File: config.mk
export PLATFORM = sky130hd
export DESIGN_NAME = axi_rd_burst_master
export DESIGN_NICKNAME = d
export VERILOG_FILES = /design/src/rtl/sa_params_pkg.sv /design/src/rtl/axi_rd_burst_master.sv
export SDC_FILE = /design/constraint.sdc
export NUM_CORES = 1
export LEC_CHECK = 0
export ABC_AREA = 1
export ABC_CLOCK_PERIOD_IN_PS = 2100
export BUFFER_PORTS_ARGS = -buffer_cell sky130_fd_sc_hd__buf_2
export CORE_AREA = 3 3 89 91
export CTS_CLUSTER_DIAMETER = 60
export DETAILED_ROUTE_END_ITERATION = 16
export DIE_AREA = 0 0 92 94
export GPL_ROUTABILITY_DRIVEN = 0
export PLACE_DENSITY_LB_ADDON = 0.08
export SYNTH_ARGS = -nofsm -noshare
export SYNTH_HDL_FRONTEND = slang
export SYNTH_SLANG_ARGS = --single-unit
File: constraint.sdc
create_clock -name clk -period 2.1 [get_ports clk]
set_input_delay 0.105 -clock clk [delete_from_list [all_inputs] [get_ports clk]]
set_output_delay 0.105 -clock clk [all_outputs]
set_load 0.005 [all_outputs]
File: src/rtl/sa_params_pkg.sv
`default_nettype none
// ============================================================================
// Module      : sa_params_pkg
// Description : Shared AXI parameters, encodings and state types for the
//               systolic-array DMA read path.
// Revision    : 1.0 - initial release
// ============================================================================
package sa_params_pkg;

    localparam int AXI_ADDR_WIDTH = 32;
    localparam int AXI_DATA_WIDTH = 64;

    localparam logic [1:0] AXI_BURST_INCR = 2'b01;
    localparam logic [1:0] AXI_RESP_OKAY  = 2'b00;

    typedef enum logic [1:0] {
        IDLE = 2'd0,
        AR   = 2'd1,
        R    = 2'd2
    } rd_state_e;

    // AXI ARSIZE encoding for a bus of the given data width (bits)
    function automatic logic [2:0] axi_size(input int data_w);
        return 3'($clog2(data_w / 8));
    endfunction

endpackage
`default_nettype wire

File: src/rtl/axi_rd_burst_master.sv
`default_nettype none
// ============================================================================
// Module      : axi_rd_burst_master
// Description : Takes one burst request at a time, issues it as an AXI4 INCR
//               read, counts the R beats and forwards them unbuffered to the
//               downstream tile buffer. Flags RRESP/RLAST protocol errors and
//               pulses done after the final burst of a command.
// Revision    : 1.0 - initial release
// ============================================================================
module axi_rd_burst_master
    import sa_params_pkg::*;
#(
    parameter int ADDR_W = AXI_ADDR_WIDTH,
    parameter int DATA_W = AXI_DATA_WIDTH
) (
    input  logic              clk,
    input  logic              rst,
    // burst request stream
    input  logic              req_valid,
    output logic              req_ready,
    input  logic [ADDR_W-1:0] req_addr,
    input  logic [7:0]        req_len,
    input  logic              req_last,
    // AXI AR channel
    output logic [ADDR_W-1:0] m_axi_araddr,
    output logic [7:0]        m_axi_arlen,
    output logic [2:0]        m_axi_arsize,
    output logic [1:0]        m_axi_arburst,
    output logic              m_axi_arvalid,
    input  logic              m_axi_arready,
    // AXI R channel
    input  logic [DATA_W-1:0] m_axi_rdata,
    input  logic [1:0]        m_axi_rresp,
    input  logic              m_axi_rlast,
    input  logic              m_axi_rvalid,
    output logic              m_axi_rready,
    // downstream beat stream
    output logic [DATA_W-1:0] dout_data,
    output logic              dout_valid,
    input  logic              dout_ready,
    output logic              dout_last,
    // status
    output logic              busy,
    output logic              done,
    output logic              err,
    input  logic              err_clr
);

    localparam logic [2:0] c_ARSIZE = axi_size(DATA_W);

    rd_state_e         r_state;
    logic [ADDR_W-1:0] r_addr_q;
    logic [7:0]        r_len_q;
    logic              r_last_q;
    logic [7:0]        r_beat_cnt;
    logic              r_req_ready;
    logic              r_arvalid;
    logic              r_done;
    logic              r_err;

    logic w_in_r;
    logic w_beat;
    logic w_final;
    logic w_err_evt;

    // Beat qualification; termination is decided by the beat counter alone,
    // RLAST from the slave is only checked against it.
    assign w_in_r    = (r_state == R);
    assign w_beat    = w_in_r && m_axi_rvalid && dout_ready;
    assign w_final   = (r_beat_cnt == r_len_q);
    assign w_err_evt = w_beat && ((m_axi_rresp != AXI_RESP_OKAY) ||
                                  (w_final && !m_axi_rlast)        ||
                                  (!w_final && m_axi_rlast));

    // Burst sequencing FSM: IDLE accepts a request, AR holds the address
    // until handshake, R counts beats until the latched length is reached.
    always_ff @(posedge clk or posedge rst) begin
        if (rst) begin
            r_state     <= IDLE;
            r_addr_q    <= '0;
            r_len_q     <= '0;
            r_last_q    <= 1'b0;
            r_beat_cnt  <= '0;
            r_req_ready <= 1'b0;
            r_arvalid   <= 1'b0;
            r_done      <= 1'b0;
        end else begin
            r_done <= 1'b0;
            case (r_state)
                IDLE: begin
                    r_req_ready <= 1'b1;
                    if (req_valid && r_req_ready) begin
                        r_addr_q    <= req_addr;
                        r_len_q     <= req_len;
                        r_last_q    <= req_last;
                        r_req_ready <= 1'b0;
                        r_arvalid   <= 1'b1;
                        r_state     <= AR;
                    end
                end
                AR: begin
                    if (m_axi_arready) begin
                        r_arvalid  <= 1'b0;
                        r_beat_cnt <= '0;
                        r_state    <= R;
                    end
                end
                R: begin
                    if (w_beat) begin
                        r_beat_cnt <= r_beat_cnt + 8'd1;
                        if (w_final) begin
                            r_state     <= IDLE;
                            r_req_ready <= 1'b1;
                            r_done      <= r_last_q;
                        end
                    end
                end
                default: begin
                    r_state <= IDLE;
                end
            endcase
        end
    end

    // Sticky protocol error; a new error wins over a simultaneous clear.
    always_ff @(posedge clk or posedge rst) begin
        if (rst) begin
            r_err <= 1'b0;
        end else if (w_err_evt) begin
            r_err <= 1'b1;
        end else if (err_clr) begin
            r_err <= 1'b0;
        end
    end

    assign req_ready     = r_req_ready;
    assign m_axi_araddr  = r_addr_q;
    assign m_axi_arlen   = r_len_q;
    assign m_axi_arsize  = c_ARSIZE;
    assign m_axi_arburst = AXI_BURST_INCR;
    assign m_axi_arvalid = r_arvalid;

    // Zero-latency pass-through; the downstream FIFO provides buffering.
    assign dout_data     = m_axi_rdata;
    assign dout_valid    = w_in_r && m_axi_rvalid;
    assign m_axi_rready  = w_in_r && dout_ready;
    assign dout_last     = w_in_r && w_final && r_last_q;

    assign busy          = (r_state != IDLE);
    assign done          = r_done;
    assign err           = r_err;

endmodule
`default_nettype wire
### Word-level counts from Yosys, hierarchy flattened

Index checks and enable logic that the tools add are counted.

| storage, ports and cells | value |
|---|---|
| memory bits (writable) | 0 |
| bits in registers | 55 |
| bits in read-only memories | 0 |
| memories | 0 |
| logic and storage cells | 62 |
| bits in latches | 0 |

| operators by class | value |
|---|---|
| div/mod/pow operators | 0 |
| multipliers | 0 |
| magnitude comparators | 0 |
| bitwise operators | 0 |
| muxes and demuxes | 20 |
| shifts and indexed selects | 0 |
| reductions and logical operators | 25 |
| $add $sub $neg | 1 |
| equality and inequality tests | 7 |

Operators by type and width:

| kind | number |
|---|---|
| $mux 8 | 2 |
| $pmux 8 s2 | 1 |
| $reduce_bool 2->1 | 6 |
| $mux 1 | 10 |
| $logic_and 1x1->1 | 9 |
| $reduce_and 3->1 | 3 |
| $add 8x1->8 const B | 1 |
| $eq 8x8->1 | 1 |
| $mux 2 | 4 |
| $pmux 2 s3 | 1 |
| $ne 2x1->1 const B | 2 |
| $ne 2x2->1 const B | 2 |
| $pmux 1 s2 | 2 |
| $reduce_and 4->1 | 1 |
| $eq 2x1->1 const B | 1 |
| $eq 2x2->1 const B | 1 |
| $logic_not 1->1 | 2 |
| $logic_not 2->1 | 1 |
| $logic_or 1x1->1 | 2 |
| $reduce_and 2->1 | 1 |

### Depth between registers and ports, before layout

Gate-level depths: netlist (run 1).

| logic depth | value |
|---|---|
| word-level depth | 6 |
| gate-level depth with buffers | 10 |
| mapped depth without buffers | 10 |

### Worst setup path after synthesis (run 1)

Ideal clock, no wire load.

| path | value |
|---|---|
| path type | flip-flop to flip-flop |
| start point | register r_req_ready, in the netlist req_ready |
| end point | register r_addr_q[2], in the netlist m_axi_araddr[2] |
| setup slack | 0.816 ns |
| cell stages (with the launch flop) | 6 |
| arrival | 1.157 ns |
| period minus slack after synthesis | 1.284 ns |
| path buffers | 1 |
| path through | dfrtp_1 > nand2_1 > inv_1 > nand2_2 > buf_2 > mux2_1 |

| between the ends | value |
|---|---|
| cells in the longest elaborated chain, start to end | 2 |

Ends and longest elaborated chain:

| element | RTL line | text |
|---|---|---|
| start, declared | axi_rd_burst_master.sv:56 | `logic r_req_ready;` |
| start signal, assigned | axi_rd_burst_master.sv:84 | `r_req_ready <= 1'b0;` |
| start signal, assigned | axi_rd_burst_master.sv:91 | `r_req_ready <= 1'b1;` |
| start signal, assigned | axi_rd_burst_master.sv:96 | `r_req_ready <= 1'b0;` |
| $logic_and 1x1->1 | axi_rd_burst_master.sv:92 | `if (req_valid && r_req_ready) begin` |
| $reduce_and 2->1 (no source line) | -- |  |
| end signal, assigned | axi_rd_burst_master.sv:93 | `r_addr_q <= req_addr;` |
| end, declared | axi_rd_burst_master.sv:52 | `logic [ADDR_W-1:0] r_addr_q;` |

No other way between the ends.
A chain may end at the register's enable or synchronous reset.

### Final worst setup path (run 1)

| path | value |
|---|---|
| start point | register r_beat_cnt[4] |
| end point | output dout_last |

| between the ends | value |
|---|---|
| cells in the longest elaborated chain, start to end | 3 |

Ends and longest elaborated chain:

| element | RTL line | text |
|---|---|---|
| start, declared | axi_rd_burst_master.sv:55 | `logic [7:0] r_beat_cnt;` |
| start signal, assigned | axi_rd_burst_master.sv:110 | `r_beat_cnt <= r_beat_cnt + 8'd1;` |
| $eq 8x8->1 | axi_rd_burst_master.sv:70 | `assign w_final = (r_beat_cnt == r_len_q);` |
| $logic_and 1x1->1 (2 in a row) | axi_rd_burst_master.sv:147 | `assign dout_last = w_in_r && w_final && r_last_q;` |
| end, declared | axi_rd_burst_master.sv:41 | `output logic dout_last,` |

No other way between the ends.

==> results of run 1 <==
==> layout make-up <==
| class | instances | area share, % |
|---|---|---|
| clock buffers | 7 | 2.448 |
| well taps | 99 | 3.973 |
| repair buffers | 102 | 17.26 |
| inverters | 21 | 2.528 |
| clock inverters | 1 | 0.1605 |
| multi-input cells | 132 | 29.49 |
| flip-flops and latches | 55 | 44.14 |
==> per-layer routing <==
| layer | part of all wire [%] | up-vias | global-route usage (%) | wire [um] |
|---|---|---|---|---|
| met5 | 0 | - | 0 | 0 |
| li1 | - | 891 | - | - |
| met2 | 49 | 113 | 25.85 | 3403 |
| met1 | 36 | 848 | 18.19 | 2509 |
| met4 | 2.4 | 0 | 6.312 | 166 |
| met3 | 13 | 17 | 7.853 | 913 |
==> final timing paths <==
path / startpoint / end / slack (ns)
max reg2reg: req_ready / m_axi_araddr[19] / 0.53
min in group clk: req_addr[3] / m_axi_araddr[3] / 0.01
max in group asynchronous: rst / r_beat_cnt[0] / 1.65
min: rst / m_axi_araddr[28] / -0.01
min reg2reg: m_axi_arvalid / m_axi_arvalid / 0.48
max: r_beat_cnt[4] / dout_last / 0.36
==> flip-flops by register name, indices dropped and copies added, names as in the netlist <==
register       cells
done               1
err                1
m_axi_araddr      32
m_axi_arlen        8
m_axi_arvalid      1
r_beat_cnt         8
r_last_q           1
r_state            2
req_ready          1
==> cell families after synthesis <==
group,Yosys count
buffers and inverters,94
AND/OR/NAND/NOR,68
flip-flops,55
multiplexers,39
AO/OA/AOI/OAI,13
XOR/XNOR,6
other,2
adder cells (fa/ha/maj),1
==> power by group through the flow <==
stage	registers [mW]	logic, mW	clock network, mW
after floorplan	1.20	0.301	0
after global placement	1.22	0.308	0
after detailed placement	1.22	0.310	0
after CTS	1.20	0.314	0.605
after global routing	1.21	0.356	0.626
final	1.20	0.308	0.574
==> tightest hold or removal path, cell delays in order <==
cell	delay, ns
buf_2	0.10
inv_2	0.03
buf_4	0.57
==> placed cells by master, fill, tap and decap left out, drive strengths merged <==
cell type / count
nand3: 11
a21oi: 7
nor3: 1
ha: 1
dfrtp: 55
clkbuf: 7
mux2i: 1
o21ai: 4
nor2: 21
xnor2: 5
o31ai: 1
nand2: 33
xor2: 1
a211oi: 1
mux2: 38
conb: 5
clkinv: 1
inv: 21
buf: 100
nor3b: 1
nand4: 1
dlygate4sd3: 2
==> metrics.csv, run 1 <==
metric,value,unit
status,finished with violations,
synth_edf_count,0,
ir_worst_vdd,0.2469,mV
internal_power,1.509,mW
grt_pass1_wl,10.63,mm
fin_ws,0.3555,ns
cp_top_family,simple AND/OR/NAND/NOR gates,
violations,negative hold slack,
via_per_inst,4.482,
ys_ff_latch,55,
cp_max_fo,6,
port_buffers,98,
grt_pass1_vias,1932,
required,2.00,ns
post_dp_cell_area,3017,um2
start_kind,flip-flop,
ys_seq_area_share,47.31,%
relSlewSlack,52.37,%
p_clk_share,27.5,%
core-area,7214,um2
syn_area,2909,um2
num_io_pins,232,
worst_pin_slew,0.7145,ns
slowest_stage,dfrtp_1,
post-route-period-util,83.07,%
clock-root-buffer,clkbuf_8,
die_x,92,um
drc,0,
power.density,667.9,nW/um2
crit_type,reg -> out,
areaGrowthSynthToFinish,7.183,%
design_area,3118,um2
rows,31,
synth_fa_ha_area_share,0.4301,%
post-place-cells,407,
ff_latch_area,1376,um2
p_sw,0.5739,mW
drive_above_1_share,47.80,%
setup_viol,0,
drtIter0Drc,99,
synth_compound_area_share,2.538,%
final_nets,433,
slowest_delay,0.45,ns
seq_power_share,57.7,%
synth_cell_type_count,28,
clock_sinks,55,
multi_input_area,919.6,um2
n_fill_cell,740,
hold_viol_final,21,
syn_inst,278,
endpoint_kind,output port,
vias,1869,
reg2reg_depth,5,
slew_violations,0,
place_hpwl,5.538,mm
drt-pass1-iter-count,4,
synthXorXnorAreaFrac,1.806,%
synth_top_family_by_area,buffers and inverters,
hold_buffers,2,
dp_worst_setup_slack,0.5184,ns
cp.buffers_inverters,2,
die_height,94,um
fin_skew,0.008460,ns
rsz0062_at_grt,false,
cts_buffers,5,
total_power,2.082,mW
track_usage,16.00,%
wl_per_cell,16.76,um
synth_top_area_share,47.31,%
comb_power_share,14.8,%
grt_overflow,0,
stdcell_count,417,
n_antenna_cell,0,
antenna_found_initial,0,
avgSynthCellArea,10.46,um2
fin_crit,1.744,ns
whs,-0.01082,ns
synthArstFlopShare,100.0,%
fmax,573.2,MHz
cts_tree,yes,
yosys_warnings,0,
path_depth,8,
cts_resized,0,
synth_area_leader_cell,dfrtp_1,
postLayoutCoreUtil,43.22,%
synth_most_common_cell,buf_4,
setup-tns-final,0,ns
wirelength,6.991,mm
p_leak,1.837,nW
cts_setup_buffers,0,
worstPathArrival,1.64,ns
htree_levels,2,
synth_area_leaders,"dfrtp_1 (47%), buf_4 (19%), mux2_2 (14%)",
grt_max_degree,56,
synth_commonest_cells,"buf_4 (72), dfrtp_1 (55), mux2_2 (35), nand2_1 (29), inv_1 (20)",
start_util,40.32,%
ant_nets,0,
max-clock-path-buffers,2,
p_sw_share,27.56,%
crit_chain,inv_1 -> nand2_1 -> nand2_1 -> nand2_1 -> nor2_1 -> nand3_1 -> nor2_1 -> buf_2,
synthSimpleGateAreaFrac,11.14,%
die_area,8648,um2
cap_violations,0,
clk_latency,0.31,ns
clk_pin_slew,0.10,ns
crit_top_cell,nand2_1,
ys.flop_type,dfrtp_1,
holdCritPathClass,in -> async,
synthMuxAreaShare,15.05,%
Note: power is estimated with default switching activity, not from simulation.
==> run 2: changes to the inputs <==
--- a/config.mk
+++ b/config.mk
@@ -6,12 +6,12 @@
 export NUM_CORES = 1
 export LEC_CHECK = 0
 export ABC_AREA = 1
-export ABC_CLOCK_PERIOD_IN_PS = 2100
+export ABC_CLOCK_PERIOD_IN_PS = 1650
 export BUFFER_PORTS_ARGS = -buffer_cell sky130_fd_sc_hd__buf_2
-export CORE_AREA = 3 3 89 91
+export CORE_MARGIN = 3
+export CORE_UTILIZATION = 40
 export CTS_CLUSTER_DIAMETER = 60
 export DETAILED_ROUTE_END_ITERATION = 16
-export DIE_AREA = 0 0 92 94
 export GPL_ROUTABILITY_DRIVEN = 0
 export PLACE_DENSITY_LB_ADDON = 0.08
 export SYNTH_ARGS = -nofsm -noshare
==> constraint.sdc (replaced) <==
create_clock -name clk -period 1.65 [get_ports clk]
set_input_delay 0.0825 -clock clk [delete_from_list [all_inputs] [get_ports clk]]
set_output_delay 0.0825 -clock clk [all_outputs]
set_load 0.005 [all_outputs]
==> run 2 against run 1 <==
Compared with the run above: the run now ends clean; hold slack improved by 0.028 ns; non-clock buffer count increased by 46; clock power increased by 37%; die area decreased by 3.7%; critical path type unchanged; largest cell class unchanged.
==> metrics.csv, run 2 (synthesis results as in run 1) <==
metric,value,unit
cts_tree,yes,
rows,30,
post-route-period-util,94.82,%
grt_pass1_vias,2175,
slew_violations,0,
design_area,3623,um2
num_io_pins,232,
track_usage,17.23,%
port_buffers,98,
crit_type,reg -> out,
start_kind,flip-flop,
clk_latency,0.30,ns
grt_overflow,0,
final_common_cell,buf_2,
n_antenna_cell,0,
hold_viol_final,0,
post_dp_cell_area,3045,um2
place_hpwl,5.461,mm
worstPathArrival,1.48,ns
fmax,639.2,MHz
layout_common_cells,"buf_2 (98), dfrtp_1 (53), dlygate4sd3_1 (40)",
die_area,8332,um2
p_sw_share,27.18,%
p_leak,2.051,nW
final_nets,479,
start_util,42.12,%
max-clock-path-buffers,2,
largest_reg_flops,32,
setup_viol,0,
htree_levels,2,
fin_crit,1.565,ns
cts_buffers,5,
drc,0,
die_height,91.28,um
drt-pass1-iter-count,4,
required,1.57,ns
antenna_found_initial,0,
dp_worst_setup_slack,0.2860,ns
p_sw,0.7785,mW
holdCritPathClass,in -> reg,
status,finished clean,
wl_per_cell,15.84,um
fin_ws,0.08548,ns
seq_power_share,53.0,%
comb_power_share,19.6,%
die_x,91.28,um
cap_violations,0,
p_clk_share,27.4,%
clock_sinks,55,
areaGrowthSynthToFinish,24.56,%
via_per_inst,4.548,
grt_pass1_wl,11.16,mm
cp_max_fo,4,
vias,2092,
drtIter0Drc,89,
internal_power,2.086,mW
n_fill_cell,652,
fin_skew,0.004076,ns
core-area,6907,um2
wirelength,7.287,mm
total_power,2.865,mW
clk_pin_slew,0.10,ns
ant_nets,0,
clock-root-buffer,clkbuf_8,
power.density,790.6,nW/um2
ir_worst_vdd,0.3654,mV
grt_max_degree,56,
drive_above_1_share,46.70,%
endpoint_kind,output port,
==> run 2: final timing paths <==
check,startpoint,to,slack [ns],cells after the start
max,r_beat_cnt[5],dout_last,0.09,8
min,req_addr[6],m_axi_araddr[6],0.02,2
max reg2reg,m_axi_arlen[0],req_ready,0.24,9
min reg2reg,err,err,0.48,2
max in group asynchronous,rst,r_beat_cnt[4],1.03,4
min in group asynchronous,rst,m_axi_araddr[24],0.36,4
==> run 2: cell type report <==
cell class                 instances  area (um2)  share of cell area [%]
clock buffer                       7       86.33                   2.383
clock inverter                     1       8.758                  0.2417
inverter                          21       78.83                   2.175
multi-input combinational        132       947.2                   26.14
sequential                        55        1379                   38.05
tap                               96       120.1                   3.315
timing repair buffer             148        1003                   27.69
==> run 2: worst max-delay path, stage by stage, from the launching register on <==
cell     delay, ns
dfrtp_1       0.42
inv_1         0.09
nand2_1       0.05
nand2_1       0.06
nand2_1       0.11
nor2_4        0.12
nand3_2       0.10
nor2_2        0.11
buf_2         0.12
==> run 2: timing repair <==
action / in CTS / in global routing
endpoints found under the hold margin: 93 / 1
resized for setup: 0 / 10
hold buffers: 39 / 1
endpoints found under the setup margin: 0 / 1
setup buffers: 0 / 7
==> run 2: power by group through the flow <==
stage	Sequential, mW	Combinational (mW)	Clock (mW)
final	1.52	0.561	0.786
after global routing	1.53	0.631	0.885
after CTS	1.52	0.472	0.820
after detailed placement	1.55	0.398	0
after global placement	1.55	0.406	0
after floorplan	1.53	0.383	0
==> run 2: stage by stage <==
stage | setup TNS (ns) | std cells | utilization [%] | hold slack (ns)
global placement | 0 | 405 | 44.09 | 0.1649
global route | -0.01368 | 460 | 52.46 | 0.005001
detailed placement | 0 | 405 | 44.09 | 0.1650
floorplan | 0 | 281 | - | 0.1776
CTS | 0 | 452 | 51.12 | 0.0004484
finish | 0 | 460 | 52.46 | 0.01752
==> run 2: per-layer routing <==
metal	vias up	GRT usage [%]	part of all wire, %
met4	2	6.658	2.5
met2	125	30.17	52
met5	-	3.846	0.55
met3	26	8.285	11
li1	983	-	-
met1	956	17.34	34
==> run 3: changes to the inputs <==
--- a/config.mk
+++ b/config.mk
@@ -8,6 +8,7 @@
 export ABC_AREA = 1
 export ABC_CLOCK_PERIOD_IN_PS = 1650
 export BUFFER_PORTS_ARGS = -buffer_cell sky130_fd_sc_hd__buf_2
+export CORE_ASPECT_RATIO = 0.9
 export CORE_MARGIN = 3
 export CORE_UTILIZATION = 40
 export CTS_CLUSTER_DIAMETER = 60
==> run 3 against run 2 <==
Compared with the run above: clock power up 12%; first-iteration DRC count is 18% lower; cell area is 1.7% lower; hold slack worse by 0.0070 ns; utilization about the same; die area barely moved; via count decreased by 3.5%; largest cell class unchanged; highest routed layer is now met4.
==> metrics.csv, run 3 (synthesis results as in run 1) <==
metric,value,unit
power.density,834.2,nW/um2
ir_worst_vdd,0.4926,mV
final_common_cell,buf_2,
routedLengthMet1,2.570,mm
largest_reg_flops,32,
clk_latency,0.31,ns
dr.max_layer_used,met4,
required,1.57,ns
r2r-end,r_beat_cnt[6],
cap_violations,0,
num_io_pins,232,
start_util,42.80,%
reg2reg_depth,7,
wl_per_cell,14.10,um
clock_sinks,55,
n_fill_cell,648,
setup_viol,0,
vias,2019,
status,finished clean,
wl_met3,554,um
drive_above_1_share,47.78,%
rrSetupSlack,0.26,ns
antenna_found_initial,0,
layout_common_cells,"buf_2 (98), dfrtp_1 (54), mux2_2 (35)",
areaGrowthSynthToFinish,22.49,%
place_hpwl,4.699,mm
grt_max_degree,56,
hold_end,m_axi_arlen[2],
max-clock-path-buffers,2,
rsz0062_at_grt,true,
clock-root-buffer,clkbuf_8,
port_buffers,98,
n_antenna_cell,0,
start_kind,flip-flop,
hold_depth,2,
p_leak,2.037,nW
worstPathArrival,1.45,ns
drc,0,
htree_levels,2,
rr_startpoint,r_state[1],
slew_violations,0,
grt_overflow,0,
rows,28,
post-route-period-util,92.63,%
core-area,6797,um2
cts_buffers,5,
total_power,2.973,mW
cts_tree,yes,
crit_type,reg -> out,
postLayoutCoreUtil,52.43,%
met2_length,3.154,mm
die_area,8333,um2
grt_pass1_wl,9.563,mm
fin_crit,1.528,ns
holdCritPathClass,in -> reg,
min_from,req_len[2],
ant_nets,0,
setup-tns-final,0,ns
wirelength,6.344,mm
via_per_inst,4.487,
multi_input_area,939.7,um2
final_nets,476,
die_x,95.89,um
fin_skew,0.01082,ns
cp_max_fo,3,
grt_pass1_vias,1972,
hold_viol_final,0,
drt-pass1-iter-count,4,
ff_latch_area,1378,um2
clk_pin_slew,0.10,ns
fmax,654.2,MHz
die_height,86.91,um
track_usage,14.77,%
drtIter0Drc,73,
endpoint_kind,output port,
## run 3: routing by layer
metal  up-vias  GRT usage [%]
li1        974              -
met1       932          18.55
met2        99          24.24
met3        14          5.618
met4         0          3.230
met5         -              0
## run 3: metrics by stage
stage                     cell area [um2]  hold WS (ns)  worst slack [ns]  instances
after floorplan                      2920        0.1776            0.2246        281
final                                3563       0.01052            0.1215        450
after detailed placement             3025        0.1650            0.2828        399
after global routing                 3563     0.0001370          -0.01791        450
after CTS                            3402     0.0003801           0.04963        433
after global placement               3025        0.1650            0.2525        399
## run 3: how the worst max path moves through the flow
stage,from,to,slack [ns],depth (start not counted)
floorplan,rst,done,0.22,1
global placement,r_state[1],r_beat_cnt[6],0.25,7
detailed placement,r_state[1],r_beat_cnt[6],0.28,7
CTS,r_beat_cnt[4],dout_last,0.05,8
global route,m_axi_arlen[0],dout_last,-0.02,6
finish,m_axi_arlen[0],dout_last,0.12,6
## run 3: worst max-delay path: stages (launching register included)
cell and delay, ns:
dfrtp_1 0.43, xnor2_1 0.19, nand2_2 0.11, nor2_4 0.13
nand3_2 0.09, nor2_1 0.08, buf_2 0.12
## run 3: power breakdown
group | internal [mW] | total (mW) | switching (mW)
Combinational | 0.322 | 0.589 | 0.267
Sequential | 1.44 | 1.50 | 0.0677
Clock | 0.444 | 0.879 | 0.435
Total | 2.20 | 2.97 | 0.769
## run 3: area by class of cell
type                    instances  area share (%)
clock buffers                   5           1.931
clock inverters                 2           1.053
inverters                      21           2.212
multi-input cells             132           26.37
flip-flops and latches         55           38.66
well taps                      90           3.160
repair buffers                145           26.62
## run 3: timing repair
action,in CTS,in global routing
buffers inserted,0,12
endpoints found under the hold margin,81,5
setup endpoints to repair,0,1
hold buffers,27,5
gates resized for setup,0,7
